`config.mk`:
```
export PLATFORM = sky130hd
export DESIGN_NAME = cpu_sequencer
export DESIGN_NICKNAME = d
export VERILOG_FILES = /design/src/rtl/cpu_sequencer.sv
export SDC_FILE = /design/constraint.sdc
export NUM_CORES = 1
export LEC_CHECK = 0
export BUFFER_PORTS_ARGS = -buffer_cell sky130_fd_sc_hd__buf_2
export CAP_MARGIN = 20
export CORE_MARGIN = 4
export CORE_UTILIZATION = 35
export CTS_CLUSTER_DIAMETER = 80
export DETAILED_ROUTE_END_ITERATION = 6
export SLEW_MARGIN = 10
export SYNTH_ARGS = -nofsm -noshare
export SYNTH_HDL_FRONTEND = slang
export SYNTH_SLANG_ARGS = --single-unit
export TNS_END_PERCENT = 100
```
`constraint.sdc`:
```
create_clock -name clk -period 2.3 [get_ports clk]
set_clock_uncertainty 0.2 [all_clocks]
set_input_delay 0.345 -clock clk [delete_from_list [all_inputs] [get_ports clk]]
set_output_delay 0.345 -clock clk [all_outputs]
set_load 0.02 [all_outputs]
```
`src/rtl/cpu_sequencer.sv`:
```
// cpu_sequencer: FETCH/EXEC/WB control with a 4x16 register file that feeds and consumes a 16-bit ALU.
// Define CPU_SEQ_BRANCH_EN to add opcode 0x7 BRZ; without it 0x7 is treated as illegal.
module cpu_sequencer #(
    parameter int PC_W = 8
) (
    input  logic            clk,
    input  logic            rst,
    output logic            instr_req,
    output logic [PC_W-1:0] instr_addr,
    input  logic            instr_ack,
    input  logic [15:0]     instr_data,
    output logic [15:0]     alu_a,
    output logic [15:0]     alu_b,
    output logic [2:0]      alu_op_select,
    input  logic [15:0]     alu_result,
    output logic            wb_en,
    output logic            halted,
    output logic            illegal,
    input  logic [1:0]      dbg_sel,
    output logic [15:0]     dbg_data
);
    typedef enum logic [1:0] {S_FETCH, S_EXEC, S_WB, S_HALTED} state_t;

    localparam logic [3:0] OP_NOP  = 4'h0;
    localparam logic [3:0] OP_LDI  = 4'h1;
    localparam logic [3:0] OP_ADD  = 4'h2;
    localparam logic [3:0] OP_XOR  = 4'h3;
    localparam logic [3:0] OP_OR   = 4'h4;
    localparam logic [3:0] OP_AND  = 4'h5;
    localparam logic [3:0] OP_ADDI = 4'h6;
`ifdef CPU_SEQ_BRANCH_EN
    localparam logic [3:0] OP_BRZ  = 4'h7;
`endif
    localparam logic [3:0] OP_HALT = 4'hF;

    localparam logic [2:0] ALU_PASS = 3'b000;
    localparam logic [2:0] ALU_ADD  = 3'b010;
    localparam logic [2:0] ALU_XOR  = 3'b011;
    localparam logic [2:0] ALU_OR   = 3'b100;
    localparam logic [2:0] ALU_AND  = 3'b101;

    state_t          state;
    logic [PC_W-1:0] pc;
    logic [15:0]     ir;
    logic [15:0]     wb_data;
    logic [15:0]     regs [4];

    logic [3:0]  opcode;
    logic [1:0]  rd, rs;
    logic [15:0] imm_z, imm_s, rd_val, rs_val;
    logic [15:0] b_sel;
    logic [2:0]  op_sel;
    logic        ex_writes, ex_legal, in_exec;

    assign opcode = ir[15:12];
    assign rd     = ir[11:10];
    assign rs     = ir[9:8];
    assign imm_z  = {8'h00, ir[7:0]};
    assign imm_s  = {{8{ir[7]}}, ir[7:0]};
    assign rd_val = regs[rd];
    assign rs_val = regs[rs];

    // NOTE: every output of this block gets a default first so no path leaves a latch behind.
    always_comb begin
        b_sel     = '0;
        op_sel    = ALU_PASS;
        ex_writes = 1'b0;
        ex_legal  = 1'b1;
        case (opcode)
            OP_NOP, OP_HALT: ;
            OP_LDI:  begin b_sel = imm_z;  ex_writes = 1'b1; end
            OP_ADD:  begin b_sel = rs_val; op_sel = ALU_ADD; ex_writes = 1'b1; end
            OP_XOR:  begin b_sel = rs_val; op_sel = ALU_XOR; ex_writes = 1'b1; end
            OP_OR:   begin b_sel = rs_val; op_sel = ALU_OR;  ex_writes = 1'b1; end
            OP_AND:  begin b_sel = rs_val; op_sel = ALU_AND; ex_writes = 1'b1; end
            OP_ADDI: begin b_sel = imm_s;  op_sel = ALU_ADD; ex_writes = 1'b1; end
`ifdef CPU_SEQ_BRANCH_EN
            OP_BRZ:  b_sel = rd_val;
`endif
            default: ex_legal = 1'b0;
        endcase
    end

    // ALU operands are only live during EXEC so the ALU sees a quiet PASS of zero otherwise.
    assign in_exec       = (state == S_EXEC);
    assign alu_a         = in_exec ? rd_val : '0;
    assign alu_b         = in_exec ? b_sel : '0;
    assign alu_op_select = in_exec ? op_sel : ALU_PASS;
    assign illegal       = in_exec && !ex_legal;
    assign instr_req     = (state == S_FETCH) && !rst;
    assign instr_addr    = pc;
    assign dbg_data      = regs[dbg_sel];

    always_ff @(posedge clk) begin
        if (rst) begin
            state   <= S_FETCH;
            pc      <= '0;
            ir      <= '0;
            wb_data <= '0;
            wb_en   <= 1'b0;
            halted  <= 1'b0;
            // NOTE: the register file is small and architecturally cleared, so it takes the reset like any flop.
            for (int i = 0; i < 4; i++) regs[i] <= '0;
        end else begin
            wb_en <= 1'b0;
            case (state)
                S_FETCH: begin
                    if (instr_ack) begin
                        ir    <= instr_data;
                        pc    <= pc + PC_W'(1);
                        state <= S_EXEC;
                    end
                end
                S_EXEC: begin
                    wb_data <= alu_result;
                    if (opcode == OP_HALT) begin
                        state  <= S_HALTED;
                        halted <= 1'b1;
                    end else begin
                        state <= S_WB;
                        wb_en <= ex_writes;
                    end
`ifdef CPU_SEQ_BRANCH_EN
                    if (opcode == OP_BRZ && rd_val == '0) pc <= PC_W'(ir[7:0]);
`endif
                end
                S_WB: begin
                    if (wb_en) regs[rd] <= wb_data;
                    state <= S_FETCH;
                end
                S_HALTED: state <= S_HALTED;
            endcase
        end
    end
endmodule

```
==> results of run 1 <==
-- where the power goes --
group | internal [mW] | switching (mW)
Clock | 0.876 | 0.692
Sequential | 2.19 | 0.0716
Combinational | 0.293 | 0.321
-- stage by stage --
stage	instance area [µm²]	TNS, ps	power (mW)
4_1_cts	7039	-645.6	4.475
2_1_floorplan	5625	0	2.649
5_1_grt	7144	-748.4	4.612
3_3_place_gp	6460	0	2.856
6_report	7144	-70.75	4.445
3_5_place_dp	6460	0	2.869
-- per-layer routing --
layer / routed length (µm) / part of all wire / vias to the layer above
li1: - / - / 1905
met1: 5871 / 0.40 / 1990
met2: 7984 / 0.54 / 101
met3: 765 / 0.052 / 11
met4: 208 / 0.014 / 0
met5: 0 / 0 / -
-- final timing paths --
kind | end | startpoint | cells after the start | slack (ps)
setup / recovery | alu_b[7] | flop | 4 | -20
hold / removal | wb_data[10] | alu_result[10] | 3 | 40
hold reg to reg | flop | ir[8] | 2 | 250
setup reg to reg | regs[0][10] | state[1] | 4 | 280
-- worst register-to-register path: cells and delay by family, from the launching register on --
family,cells,cell delay [ps]
buf+inv,1,180
simple gates,3,900
flops,1,390
-- timing repair --
action | CTS | global route
pin swaps | 13 | 8
resized for setup | 51 | 45
setup endpoints to repair | 31 | 32
cloned | 2 | 0
buffers inserted | 5 | 0
-- area by class of cell --
cell class	count	area, µm²	area share
Timing Repair Buffer	128	983.4	0.1377
Inverter	1	3.754	0.0005254
Multi-Input combinational cell	316	2688	0.3762
Clock inverter	3	20.02	0.002802
Tap cell	216	270.3	0.03783
Clock buffer	13	284.0	0.03975
Sequential cell	112	2895	0.4053
-- registers in the layout, summed over array words and instances (netlist names), named ones only --
| signal | cells |
|---|---|
| wb_en | 1 |
| regs | 64 |
| instr_addr | 8 |
| wb_data | 16 |
| state | 2 |
| ir | 16 |
| halted | 1 |
-- kinds of logic after synthesis --
family                   count (synthesis)  share of synthesized area
AO/OA/AOI/OAI                           54                    0.05605
XOR/XNOR                                 3                   0.004672
adder cells (fa/ha/maj)                  1                   0.002224
buffers and inverters                   37                    0.02847
AND/OR/NAND/NOR                        208                     0.1993
flip-flops                             112                     0.5125
multiplexers                            50                     0.1968
-- cells in the final DEF (no fill, tap or decap), types with 2 or more instances in the layout --
cell / Yosys / final
edfxtp_1: 64 / 64
xor2_1: 2 / 2
dfxtp_4: 0 / 3
o31ai_1: 2 / 2
or2_2: 3 / 3
or4_1: 2 / 2
buf_12: 0 / 6
and3b_1: 3 / 3
buf_6: 1 / 28
dfxtp_1: 48 / 44
or3_1: 3 / 3
a21oi_1: 39 / 39
nand3_2: 0 / 6
clkbuf_16: 0 / 11
and2_4: 0 / 15
o21ai_0: 3 / 3
buf_4: 0 / 22
nor2b_1: 5 / 4
nand2_1: 77 / 72
nand4_1: 4 / 4
buf_2: 11 / 71
nand2_2: 0 / 5
nor3_1: 2 / 2
nand3_1: 10 / 4
and2_1: 81 / 65
and3_1: 2 / 2
nor3b_2: 2 / 2
a22o_1: 8 / 8
mux4_2: 48 / 48
nor2_1: 6 / 6
==> flow_summary.json, run 1 <==
{
  "status": "complete, but fails checks",
  "violations": "negative setup slack",
  "met2_usage": 0.2985,
  "leakagePower_nw": 2.783,
  "ioPinCount": 100,
  "cp.required_ps": 1750,
  "yosysWarnings": 0,
  "clock-sinks": 112,
  "yosys-top-cells-area": "edfxtp_1 34%, mux4_2 19%, dfxtp_1 17%",
  "drt_wl_total_um": 14830,
  "finalHoldViolCount": 0,
  "postRouteAntennaNets": 0,
  "nFillCells": 1451,
  "tightest_slew_ps": 545.5,
  "area_growth_pct": 27.00,
  "antenna_found_initial": 0,
  "htree_levels": 3,
  "cp_top_family": "multiplexers",
  "critPathKind": "reg2out",
  "cap_violations": 0,
  "ys_async_sr_fraction": 0,
  "cts_tree": "done",
  "max_slew_margin": 0.6363,
  "nNetsFinal": 606,
  "gp_congestion": 0.8662,
  "critPathSlowestCell": "mux4_2",
  "synth_cell_types": 40,
  "grt_pass1_vias": 4144,
  "syn_nets": 503,
  "die_w_um": 134.8,
  "max_stage_delay_ps": 540,
  "insertion_delay_ps": 340,
  "drv_slew": 0,
  "row_count": 46,
  "cp_max_fo": 7,
  "path_cells": "buf_12, mux4_2, a22o_1, buf_6",
  "wl_per_cell_um": 18.79,
  "grt_use_met1": 0.1992,
  "crit_buf_inv": 2,
  "drc": 0,
  "setup_ws_ps": -24.29,
  "final-setup-viol-count": 4,
  "grt_pass1_wl_um": 22850,
  "met3_usage": 0.02869,
  "synth.most_common_cell": "and2_1",
  "mappedNetlistArea_mm2": 0.005625,
  "synthTopCellsByCount": "81 x and2_1, 77 x nand2_1, 64 x edfxtp_1, 48 x dfxtp_1, 48 x mux4_2",
  "grt_usage": 0.1644,
  "synth-seq-area-share": 0.5125,
  "drt-pass1-iter-count": 4,
  "synth_top_area_share": 0.3416,
  "ctsHoldBuffers": 0,
  "grt.busiest_layer": "met2",
  "synthFlopType": "edfxtp_1",
  "dp_cells": 767,
  "core_mm2": 0.01583,
  "fin_crit_ps": 2324,
  "cp-start-kind": "flop",
  "pre_cts_slack_ps": 129.6,
  "dieHeight_um": 134.8,
  "min_path_type": "in2reg",
  "n_antenna_cell": 0,
  "syn_inst": 465,
  "dieArea_mm2": 0.01816,
  "drt_iter0_markers": 252,
  "max_freq_mhz": 430.2,
  "avgSynthCellArea_um2": 12.10,
  "post-route-util": 0.4514,
  "grt_max_degree": 28,
  "vias": 4007,
  "fin_crit_sh": 1.011,
  "cts_buffers": 9,
  "layout-drive-gt1-share": 0.4101,
  "synth_edf_count": 64,
  "arrival_ps": 1780,
  "rsz0062_at_grt": "true",
  "ir_drop_mv": 0.3729,
  "crit_path_end_kind": "primary output",
  "grt-ovfl-total": 0,
  "hpwl_um": 10280,
  "finalNonFillerCells": 789,
  "clkTransAtPathRegs_ps": 70,
  "initial_core_util": 0.3554,
  "yosysTopAreaCell": "edfxtp_1",
  "synth_seq_cells": 112,
  "cts-root-buf": "clkbuf_16",
  "holdWs_ps": 36.66,
  "vias_per_cell": 5.079,
  "numPortBuffers": 99,
  "clockBufferDepth": 2,
  "power_density_mw_per_mm2": 622.2
}
Power figures use the tool's default switching activity.
==> inputs of run 2 (changes only) <==
--- a/config.mk
+++ b/config.mk
@@ -7,7 +7,7 @@
 export LEC_CHECK = 0
 export BUFFER_PORTS_ARGS = -buffer_cell sky130_fd_sc_hd__buf_2
 export CAP_MARGIN = 20
-export CORE_MARGIN = 4
+export CORE_MARGIN = 2
 export CORE_UTILIZATION = 35
 export CTS_CLUSTER_DIAMETER = 80
 export DETAILED_ROUTE_END_ITERATION = 6
==> run 2 against run 1 <==
Net effect: the run still ends with negative setup slack left; clock power up 5%; routed wire length up 2.7%; count of clock-buffer cells in the layout up 1; die area down 5.8%; worst hold slack worse by 24 ps; critical path type unchanged; largest cell class unchanged; largest power group unchanged; highest routed layer unchanged.
==> flow_summary.json, run 2 (same netlist as run 1, synthesis figures left out) <==
{
  "status": "complete, but fails checks",
  "violations": "negative setup slack",
  "clockBufferDepth": 2,
  "wl_per_cell_um": 19.12,
  "cp.required_ps": 1750,
  "dieArea_mm2": 0.01710,
  "setup_tns_ps": -176.1,
  "hold_end": "ir[7]",
  "layout_common_cells": "72 x nand2_1, 69 x buf_2, 66 x and2_1",
  "min_path_type": "in2reg",
  "setup_ws_ps": -40.54,
  "cp-start-kind": "flop",
  "grt_max_degree": 52,
  "placed_area_mm2": 0.006475,
  "die_w_um": 130.8,
  "grt_usage": 0.1870,
  "drv_slew": 0,
  "leakagePower_nw": 2.844,
  "initial_core_util": 0.3567,
  "postRouteAntennaNets": 0,
  "nNetsFinal": 613,
  "n_antenna_cell": 0,
  "mostFrequentLayoutCell": "nand2_1",
  "max_freq_mhz": 427.3,
  "grt_pass1_vias": 4269,
  "area_growth_pct": 29.69,
  "min_path_cells": 3,
  "vias": 4072,
  "grt_pass1_wl_um": 23110,
  "max_slew_margin": 0.6306,
  "antenna_found_initial": 0,
  "ctsHoldBuffers": 0,
  "layout-drive-gt1-share": 0.4259,
  "design_area_mm2": 0.007296,
  "critPathKind": "reg2out",
  "cts-root-buf": "clkbuf_16",
  "arrival_ps": 1800,
  "ir_drop_mv": 0.4167,
  "insertion_delay_ps": 360,
  "power_density_mw_per_mm2": 624.6,
  "ff2ff_path_depth": 3,
  "core_mm2": 0.01577,
  "drt_wl_total_um": 15220,
  "finalNonFillerCells": 796,
  "path_cells": "buf_12, mux4_2, a22o_1, buf_6",
  "dp_cells": 769,
  "cp_max_fo": 5,
  "tightest_slew_ps": 554.1,
  "dieHeight_um": 130.8,
  "fin_crit_sh": 1.018,
  "numPortBuffers": 99,
  "final-setup-viol-count": 9,
  "top_register": "regs",
  "drt-pass1-iter-count": 4,
  "drt_iter0_markers": 325,
  "reg2reg_from": "state[0]",
  "hp-start": "instr_data[7]",
  "gp_congestion": 0.7792,
  "clock-sinks": 112,
  "hpwl_um": 10230,
  "row_count": 46,
  "fin_crit_ps": 2341,
  "cts_buffers": 9,
  "htree_levels": 3,
  "crit_path_end_kind": "primary output",
  "largest_reg_flops": 64,
  "finalHoldViolCount": 0,
  "reg2reg_slack_ps": 300,
  "grt-ovfl-total": 0,
  "vias_per_cell": 5.116,
  "critPathSlowestCell": "mux4_2",
  "drc": 0,
  "max_stage_delay_ps": 540,
  "rsz0062_at_grt": "true",
  "reg_top3": "regs (64), ir (16), wb_data (16)",
  "r2r-end": "regs[0][5]",
  "cts_tree": "done",
  "clkTransAtPathRegs_ps": 80,
  "cap_violations": 0,
  "ioPinCount": 100
}
[run 2: cell types whose count changed in the layout (fill, tap and decap cells not counted), moves of 2 or more]
cell | before | now
buf_2 | 71 | 69
buf_12 | 6 | 8
dfxtp_1 | 44 | 40
buf_6 | 28 | 33
dfxtp_4 | 3 | 6
nand3_1 | 4 | 2
nand3_2 | 6 | 8
[run 2: critical path, delay by kind of cell (launching register included)]
kind	cells	cell delay, ps
muxes	1	540
buffers and inverters	2	260
AOI/OAI and AO/OA	1	220
DFF	1	400
[run 2: per-layer routing]
| metal | part of all wire | vias up | track usage |
|---|---|---|---|
| li1 | - | 1908 | - |
| met1 | 0.38 | 2011 | 0.2173 |
| met2 | 0.53 | 128 | 0.3355 |
| met3 | 0.061 | 25 | 0.03990 |
| met4 | 0.025 | 0 | 0.07822 |
| met5 | 0 | - | 0 |
[run 2: worst max-delay path by stage]
stage               cells after the start  endpoint  slack, ps  startpoint
detailed placement                      5  alu_b[3]        100      ir[13]
global route                            4  alu_b[6]        -90        flop
CTS                                     4  alu_a[8]        -70        flop
global placement                        5  alu_b[4]        120      ir[13]
finish                                  4  alu_b[6]        -40        flop
floorplan                               4  alu_b[5]        160        flop
[run 2: per-stage QoR]
| step | setup slack (ps) | total power [mW] | hold WS [ps] | util |
|---|---|---|---|---|
| after floorplan | 162.6 | 2.649 | 220.7 | - |
| after global placement | 121.2 | 2.863 | 245.2 | 0.4106 |
| after detailed placement | 103.5 | 2.875 | 252.6 | 0.4106 |
| after CTS | -73.03 | 4.532 | 2.777 | 0.4468 |
| after global routing | -85.62 | 4.716 | 12.09 | 0.4626 |
| final | -40.54 | 4.557 | 12.25 | 0.4626 |
[run 2: repair_timing]
action | 4_1_cts | 5_1_grt
pin swaps | 7 | 13
buffers inserted | 7 | 2
cloned | 1 | 1
gates resized for setup | 50 | 67
endpoints found under the setup margin | 32 | 31
[run 2: where the power goes]
part / internal (mW) / total (mW) / switching [mW]
clock: 0.909 / 1.65 / 0.742
sequential: 2.19 / 2.26 / 0.0703
combinational: 0.312 / 0.646 / 0.334
[run 2: cell type report]
class | instances | area [µm²]
Fill cell | 1485 | 8474
Sequential cell | 112 | 2908
Multi-Input combinational cell | 316 | 2689
Timing Repair Buffer | 135 | 1110
Clock buffer | 14 | 297.8
Tap cell | 216 | 270.3
Clock inverter | 2 | 17.52
Inverter | 1 | 3.754
